[src/rtl/stopwatch_ctrl.sv]
// rtl/stopwatch_ctrl.sv - button sync/debounce front-end and run/stop/clear sequencer
module stopwatch_ctrl #(
    parameter int DEBOUNCE_CYCLES = 1_000_000
) (
    input  logic       clk,
    input  logic       reset,
    input  logic       btn_run_stop,
    input  logic       btn_clear,
    input  logic       btn_mode,
    output logic       enable,
    output logic       clear,
    output logic       change,
    output logic [1:0] state
);

    localparam int CW = $clog2(DEBOUNCE_CYCLES + 1);
    localparam logic [CW-1:0] CNT_LAST = CW'(DEBOUNCE_CYCLES - 1);

    typedef enum logic [1:0] {
        ST_STOP  = 2'b00,
        ST_RUN   = 2'b01,
        ST_CLEAR = 2'b10
    } state_t;

    state_t        state_q;
    logic [2:0]    raw;
    logic [2:0]    sync1;
    logic [2:0]    sync2;
    logic [2:0]    stable;
    logic [2:0]    stable_d;
    logic [2:0]    press;
    logic [CW-1:0] cnt [3];

    // channel index: 0 run/stop, 1 clear, 2 mode
    assign raw = {btn_mode, btn_clear, btn_run_stop};

    always_ff @(posedge clk) begin
        if (reset) begin
            sync1    <= '0;
            sync2    <= '0;
            stable   <= '0;
            stable_d <= '0;
            for (int i = 0; i < 3; i++) begin
                cnt[i] <= '0;
            end
        end else begin
            sync1    <= raw;
            sync2    <= sync1;
            stable_d <= stable;
            for (int i = 0; i < 3; i++) begin
                if (sync2[i] == stable[i]) begin
                    cnt[i] <= '0;
                end else if (cnt[i] == CNT_LAST) begin
                    stable[i] <= sync2[i];
                    cnt[i]    <= '0;
                end else begin
                    cnt[i] <= cnt[i] + 1'b1;
                end
            end
        end
    end

    assign press = stable & ~stable_d;

    always_ff @(posedge clk) begin
        if (reset) begin
            state_q <= ST_STOP;
            change  <= 1'b0;
        end else begin
            change <= press[2];
            case (state_q)
                ST_STOP: begin
                    if (press[1]) begin
                        state_q <= ST_CLEAR;
                    end else if (press[0]) begin
                        state_q <= ST_RUN;
                    end
                end
                ST_RUN: begin
                    if (press[0]) begin
                        state_q <= ST_STOP;
                    end
                end
                default: state_q <= ST_STOP;
            endcase
        end
    end

    // Moore decode keeps clear and enable mutually exclusive by construction
    assign enable = (state_q == ST_RUN);
    assign clear  = (state_q == ST_CLEAR);
    assign state  = state_q;

endmodule

[config.mk]
export PLATFORM = sky130hd
export DESIGN_NAME = stopwatch_ctrl
export DESIGN_NICKNAME = d
export VERILOG_FILES = /design/src/rtl/stopwatch_ctrl.sv
export SDC_FILE = /design/constraint.sdc
export NUM_CORES = 1
export LEC_CHECK = 0
export CAP_MARGIN = 20
export CORE_ASPECT_RATIO = 0.8
export CORE_MARGIN = 10
export CORE_UTILIZATION = 30
export DETAILED_ROUTE_END_ITERATION = 6
export MAX_ROUTING_LAYER = met4
export PLACE_DENSITY_LB_ADDON = 0.08
export SETUP_SLACK_MARGIN = 0.3
export SYNTH_ARGS = -nofsm -noshare
export SYNTH_HDL_FRONTEND = slang
export SYNTH_SLANG_ARGS = --single-unit
export TNS_END_PERCENT = 1
[constraint.sdc]
create_clock -name clk -period 2.75 [get_ports clk]
set_input_delay 0.55 -clock clk [delete_from_list [all_inputs] [get_ports clk]]
set_output_delay 0.55 -clock clk [all_outputs]
set_load 0.02 [all_outputs]
Yosys cells after proc, flatten, opt, wreduce, memory -nomap -nowiden. Memory sizes are Yosys's and may differ from the RTL's. Index checks and enable logic that the tools add are counted.

Equality and inequality tests: 10. Multiplexer cells: 48. Add/sub/neg operators: 3. Bitwise logic cells: 14. Reductions and logical operators: 5.

Operators with widths (count): $mux 20 (9); $add 20x1->20 const B (3); $eq 20x20->1 const B (3); $mux 1 (35); $or 1x1->1 (9); $reduce_and 2->1 (4); $mux 2 (3); $pmux 2 s2 (1); $and 3x3->3 (1); $eq 1x1->1 (3); $ne 3x3->1 const B (1); $not 1->1 (3); $not 3->3 (1); $eq 2x1->1 const B (1); $eq 2x2->1 const B (1); $logic_not 2->1 (1); $ne 2x1->1 const B (1).

Register bits: 15. Word-level logic and storage cells: 89. Memories: 1. Output and inout bits: 5. Input port bits: 5. RAM bits: 60.

Memory list: cnt (words 3, bits a word 20, read ports 3, clocked after Yosys merged registers in 0, wr ports 3, line 32) `logic [CW-1:0] cnt [3];`.

Longest topological paths before layout. Gate-level depths: netlist of the first run.

Word-level depth: 7. Gate-level depth with buffers: 7. Mapped depth without buffers: 5.

Worst setup path before layout of the first run. No wires, ideal clock.

Path kind: register to register. Start: mem cnt[2][8] in the netlist's numbering. End: mem cnt[2][9] in the netlist's numbering (data pin). Required time: 2.496 ns. Setup time: 0.254 ns. Stages on the path, launching flop included: 6. Data arrival time: 1.903 ns. Buffers on the path: 1. Clock period less this slack: 2.157 ns. Slack: 0.593 ns. Path through: edfxtp_1 or4b_1 or4_4 o21ai_4 buf_6 nor2_1.

RTL lines (line): start: declaration (32).

==> results of run 1 <==
==> cells in the final DEF, fill, tap and decap left out, types with 2 or more instances in the layout <==
cell and instances:
nand4_1 17, inv_1 12, or4_1 9, nor2_1 40, and3_1 7, o21ai_0 17
nor3_1 8, nor4_1 2, nand2_1 16, or3_1 18, a21oi_1 25, conb_1 60
nand3_1 20, dfxtp_1 15, nor2b_1 14, clkbuf_16 12, ha_1 3, nor4b_1 2
clkinv_2 3, clkdlybuf4s50_1 9, or2_2 2, and4_1 6, o21ai_1 2, edfxtp_1 60
xor2_1 20, xnor2_1 15, and2_1 4, or4b_1 3, buf_4 9, o31ai_1 7
==> sequential cells by signal, summed over array words and instances (netlist names) <==
name / count
cnt: 60
stable: 3
stable_d: 3
sync1: 3
sync2: 3
state: 2
change: 1
==> area by class of cell <==
class | count | area, um2
fillers | 1237 | 7625
clock buffers | 13 | 304.0
flip-flops and latches | 75 | 2102
clock inverters | 3 | 15.01
repair buffers | 18 | 157.7
inverters | 12 | 45.04
multi-input cells | 324 | 1834
well taps | 171 | 214.0
==> path summary, 6_finish.rpt <==
path	start	endpoint	slack, ns	cells past startpoint
worst max-delay path	cnt[2][8]$_SDFFCE_PN0P_	cnt[2][17]$_SDFFCE_PN0P_	0.43	5
worst min-delay path	stable_d[2]$_SDFF_PP0_	change$_SDFF_PP0_	0.38	1
worst max register to register	cnt[2][8]$_SDFFCE_PN0P_	cnt[2][17]$_SDFFCE_PN0P_	0.43	5
worst min register to register	stable_d[2]$_SDFF_PP0_	change$_SDFF_PP0_	0.38	1
==> repair_timing <==
action / 4_1_cts / 5_1_grt
hold buffers: 0 / 0
resized for setup: 0 / 0
endpoints found under the setup margin: 0 / 7
hold endpoints to repair: 0 / 0
setup buffers: 0 / 3
==> power breakdown <==
group	switching (mW)	internal, mW	total, mW	leakage (nW)
clock	0.455	0.772	1.23	0.161
sequential	0.0428	1.27	1.31	0.741
combinational	0.0535	0.0401	0.0936	0.686
total	0.552	2.08	2.63	1.59
==> critical path, stage by stage, from the launching register on <==
cell      delay (ns)
edfxtp_1        0.46
or4b_1          0.52
or4_4           0.56
o21ai_4         0.28
buf_4           0.20
a21oi_1         0.04
==> routing by layer <==
metal	global-route usage, %	wire [um]	vias up
met2	12.74	2960	24
met3	2.907	170	9
met1	11.56	3922	1293
met5	-	0	-
met4	2.809	80	0
li1	-	-	1442
==> per-stage QoR <==
| stage | hold slack, ns | power [mW] | std cells |
|---|---|---|---|
| global placement | 0.3728 | 1.424 | 597 |
| finish | 0.3827 | 2.631 | 616 |
| CTS | 0.3828 | 2.673 | 613 |
| global route | 0.4059 | 2.739 | 616 |
| floorplan | 0.3674 | 1.391 | 422 |
| detailed placement | 0.3747 | 1.425 | 597 |
==> cells by family (layout without fill, tap and decap cells) <==
family / Yosys count / after routing
AND/OR/NAND/NOR: 171 / 171
flip-flops: 75 / 75
AO/OA/AOI/OAI: 54 / 54
XOR/XNOR: 35 / 35
buffers and inverters: 23 / 46
adder cells (fa/ha/maj): 3 / 3
other: 1 / 60
multiplexers: 1 / 1
==> metrics.yaml, run 1 <==
outcome:
  status: "finished, final reports clean"
setup_path:
  worstPathArrival_ns: 2.40
  path_class: "flop to flop"
  cp-end-kind: "flop"
  cp_data_required_time_ns: 2.83
  cp-start-kind: "flop"
  critPathMaxFanout: 7
logic_synthesis:
  yosysMostFrequentCell: "edfxtp_1"
  synth-xor-area-share_pct: 8.041
  synth-adder-area-share_pct: 0.9846
  synth_top_cells_by_area: "edfxtp_1 47%, dfxtp_1 7.9%, xor2_1 4.6%"
  syn-cell-area_um2: 3812
  synthSimpleGateAreaFrac_pct: 24.88
  yosys.area.top_type: "edfxtp_1"
  ys_top_cells_by_count: "60 x edfxtp_1, 40 x nor2_1, 25 x a21oi_1"
  synth_compound_gate_area_share_pct: 8.041
  async_reset_ff_share_pct: 0
  synthFlopType: "edfxtp_1"
  synth-seq-cells: 75
  synth_edf_count: 60
  synth.distinct_cells: 37
  syn_avg_cell_area_um2: 10.50
  syn-instance-count: 363
  synth_top_family_by_area: "simple AND/OR/NAND/NOR gates"
  seq_area_frac_synth_pct: 55.14
  yosys.area.top_type_share_pct: 47.26
  yosysWarnings: 0
  muxShareOfSynthArea_pct: 0.2626
die:
  core_area_um2: 12300
  ios: 10
  row_count: 36
  dieArea_um2: 17650
  initial_core_util_pct: 31.00
  die_h_um: 120.8
  die_x_um: 146.0
clocking:
  root_buffer: "clkbuf_16"
  clock_path_buffers: 2
  clk-insertion-delay-late_ns: 0.33
  numCtsBuffers: 9
  clk_pin_slew_ns: 0.06
  cts.htree.levels: 3
  cts.sinks: 75
  tritoncts: "built"
sta:
  layout_setup_ws_ns: 0.4310
  fmax_mhz: 431.2
  final.setup_skew_ns: 0.004329
  tns_ns: 0
  period_minus_slack_ns: 2.319
  slew_viol_final: 0
  period_share_pct: 84.33
  hold_viol: 0
  finalSetupViolCount: 0
  rsz0062_at_grt: "false"
placement:
  dp_slack_ns: 0.3899
  gp_congestion: 0.7175
  hpwl_um: 5120
  place_area_um2: 4330
  io_buffers: 9
job:
  cap_violations: 0
power:
  p_leak_nw: 1.588
  p_per_area_nw_per_um2: 563.1
  peakVddDrop_mv: 0.2520
cells_and_area:
  design_area_um2: 4672
  final_core_util_pct: 37.99
  area_delta_synth_final_pct: 22.55
  diodes: 0
  drive_gt1_share_pct: 6.517
  nets: 448
grt:
  track_usage_pct: 8.859
  antenna_found_initial: 0
  grt_pass1_vias: 2598
  grt_first_pass_wirelength_um: 12570
  overflow: 0
  grt_max_degree: 20
route:
  via_count: 2768
  post-route-drc-count: 0
  wl_um: 7135
  firstDrtPassIters: 5
  viasPerCell: 4.494
  routedWlPerCell_um: 11.58
  ant_nets: 0
  initialDrtViolationCount: 112
min_path:
  hp-class: "flop to flop"
No activity file was read; power rests on OpenSTA's default activity.
==> run 2, diff against run 1 <==
==> constraint.sdc (replaced) <==
create_clock -name clk -period 2 [get_ports clk]
set_input_delay 0.4 -clock clk [delete_from_list [all_inputs] [get_ports clk]]
set_output_delay 0.4 -clock clk [all_outputs]
set_load 0.02 [all_outputs]
==> run 2 against run 1 <==
  * The flow now finishes with violations (setup timing)
  * Maximum frequency rose by 8.2%
  * Worst setup slack got worse by 0.57 ns
  * Clock-buffer cell count did not move
  * Sequential cell count did not move
  * Sequential power rose by 37%
  * Sequential share of layout area fell by 3.2 points
  * First-iteration DRC count rose by 71%
  * Largest power group unchanged
  * Global-route usage rose by 0.78 points
  * Register-to-register slack got worse by 0.57 ns
  * Highest routed layer unchanged
  * Clock skew rose by 0.0011 ns
  * Worst hold slack improved by 0.0034 ns
  * Critical path depth did not move
==> metrics.yaml, run 2 (synthesis results as in run 1) <==
sta:
  tns_ns: -4.925
  period_share_pct: 107.1
  rsz0062_at_grt: "true"
  final.setup_skew_ns: 0.005477
  layout_setup_ws_ns: -0.1424
  fmax_mhz: 466.8
  slew_viol_final: 0
  finalSetupViolCount: 41
  period_minus_slack_ns: 2.142
  timing.hold.ws_ns: 0.3861
  hold_viol: 0
power:
  report.power.total_mw: 3.417
  p_leak_nw: 1.744
  internal-power_mw: 2.665
  combPwrFrac_pct: 5.6
  clock_power_share_pct: 42.0
  p_switching_mw: 0.7514
  peakVddDrop_mv: 0.4104
  power_frac_seq_pct: 52.4
  p_sw_share_pct: 21.99
  p_per_area_nw_per_um2: 679.5
route:
  ant_nets: 0
  via_count: 2843
  routedWlPerCell_um: 12.05
  firstDrtPassIters: 4
  viasPerCell: 4.401
  initialDrtViolationCount: 191
  post-route-drc-count: 0
  wl_um: 7783
placement:
  gp_congestion: 0.7482
  hpwl_um: 5560
  io_buffers: 9
clocking:
  clock_path_buffers: 2
  root_buffer: "clkbuf_16"
  cts.sinks: 75
  clk_pin_slew_ns: 0.06
  tritoncts: "built"
  cts.htree.levels: 3
  numCtsBuffers: 9
  clk-insertion-delay-late_ns: 0.33
die:
  die_h_um: 120.8
  dieArea_um2: 17650
  ios: 10
  initial_core_util_pct: 31.00
  core_area_um2: 12300
  row_count: 36
  die_x_um: 146.0
cells_and_area:
  regMostFlops: "cnt"
  fillers: 1221
  layout_common_cells: "60 x edfxtp_1, 60 x conb_1, 34 x buf_4"
  diodes: 0
  drive_gt1_share_pct: 17.68
  nets: 478
  largest_register_ffs: 60
  area_delta_synth_final_pct: 31.90
setup_path:
  worstPathArrival_ns: 2.23
  path_cells: "or4_1 -> or4_4 -> o21ai_4 -> buf_6 -> nor2_1"
  max_stage_delay_ns: 0.57
  path_buf_inv: 1
  cp-end-kind: "flop"
  path_delay_family: "simple AND/OR/NAND/NOR gates"
  cp_data_required_time_ns: 2.09
  path_class: "flop to flop"
  critPathSlowestCell: "or4_4"
  cp-start-kind: "flop"
  critPathMaxFanout: 8
outcome:
  violations: "setup timing"
  status: "finished with violations"
grt:
  grt_first_pass_wirelength_um: 13430
  grt_max_degree: 20
  grt_pass1_vias: 2748
  overflow: 0
  track_usage_pct: 9.637
  antenna_found_initial: 0
job:
  cap_violations: 0
min_path:
  hp-class: "flop to flop"
## run 2: stage by stage
stage	std cells	instance area, um2	utilization [%]	worst slack, ns
floorplan	422	4034	-	-0.1572
global placement	625	4566	37.13	-0.1914
detailed placement	625	4566	37.13	-0.2362
CTS	643	4915	39.97	-0.2073
global route	646	5029	40.89	-0.2141
finish	646	5029	40.89	-0.1424
## run 2: path summary, 6_finish.rpt
path                                           endpoint                     start  slack (ns)  depth (start not counted)
worst max register to register  cnt[1][4]$_SDFFCE_PN0P_  cnt[1][11]$_SDFFCE_PN0P_       -0.14                          5
worst max-delay path            cnt[1][4]$_SDFFCE_PN0P_  cnt[1][11]$_SDFFCE_PN0P_       -0.14                          5
worst min register to register        change$_SDFF_PP0_    stable_d[2]$_SDFF_PP0_        0.39                          1
worst min-delay path                  change$_SDFF_PP0_    stable_d[2]$_SDFF_PP0_        0.39                          1
## run 2: repair_timing
item                       4_1_cts  5_1_grt
resized for setup               27       26
setup endpoints to repair       64       62
hold buffers                     0        0
pin swaps                       25       17
buffers inserted                 1        3
hold endpoints to repair         0        0
gates cloned                     1        0
## run 2: power by group through the flow
stage	registers (mW)	clock network, mW	logic (mW)
2_1_floorplan	1.82	0	0.0976
3_3_place_gp	1.82	0	0.166
3_5_place_dp	1.82	0	0.166
4_1_cts	1.79	1.51	0.176
5_1_grt	1.80	1.58	0.218
6_report	1.79	1.43	0.191
## run 2: routing by layer
layer	GRT usage (%)	part of all wire, %	vias up
met2	13.65	42	27
met5	-	0	-
met4	2.996	1.2	0
met3	2.907	3.2	10
li1	-	-	1498
met1	12.91	54	1308
## run 2: worst register-to-register path, cell delays in order (launching register included)
cell and delay [ns]:
edfxtp_1 0.37, or4_1 0.53, or4_4 0.57, o21ai_4 0.20, buf_6 0.17, nor2_1 0.06
## run 2: layout make-up
cell class	count	area (um2)	share of cell area [%]
Clock buffer	13	240.2	4.777
Clock inverter	3	15.01	0.2986
Inverter	12	45.04	0.8957
Multi-Input combinational cell	324	1992	39.61
Sequential cell	75	2102	41.80
Tap cell	171	214.0	4.255
Timing Repair Buffer	48	420.4	8.360
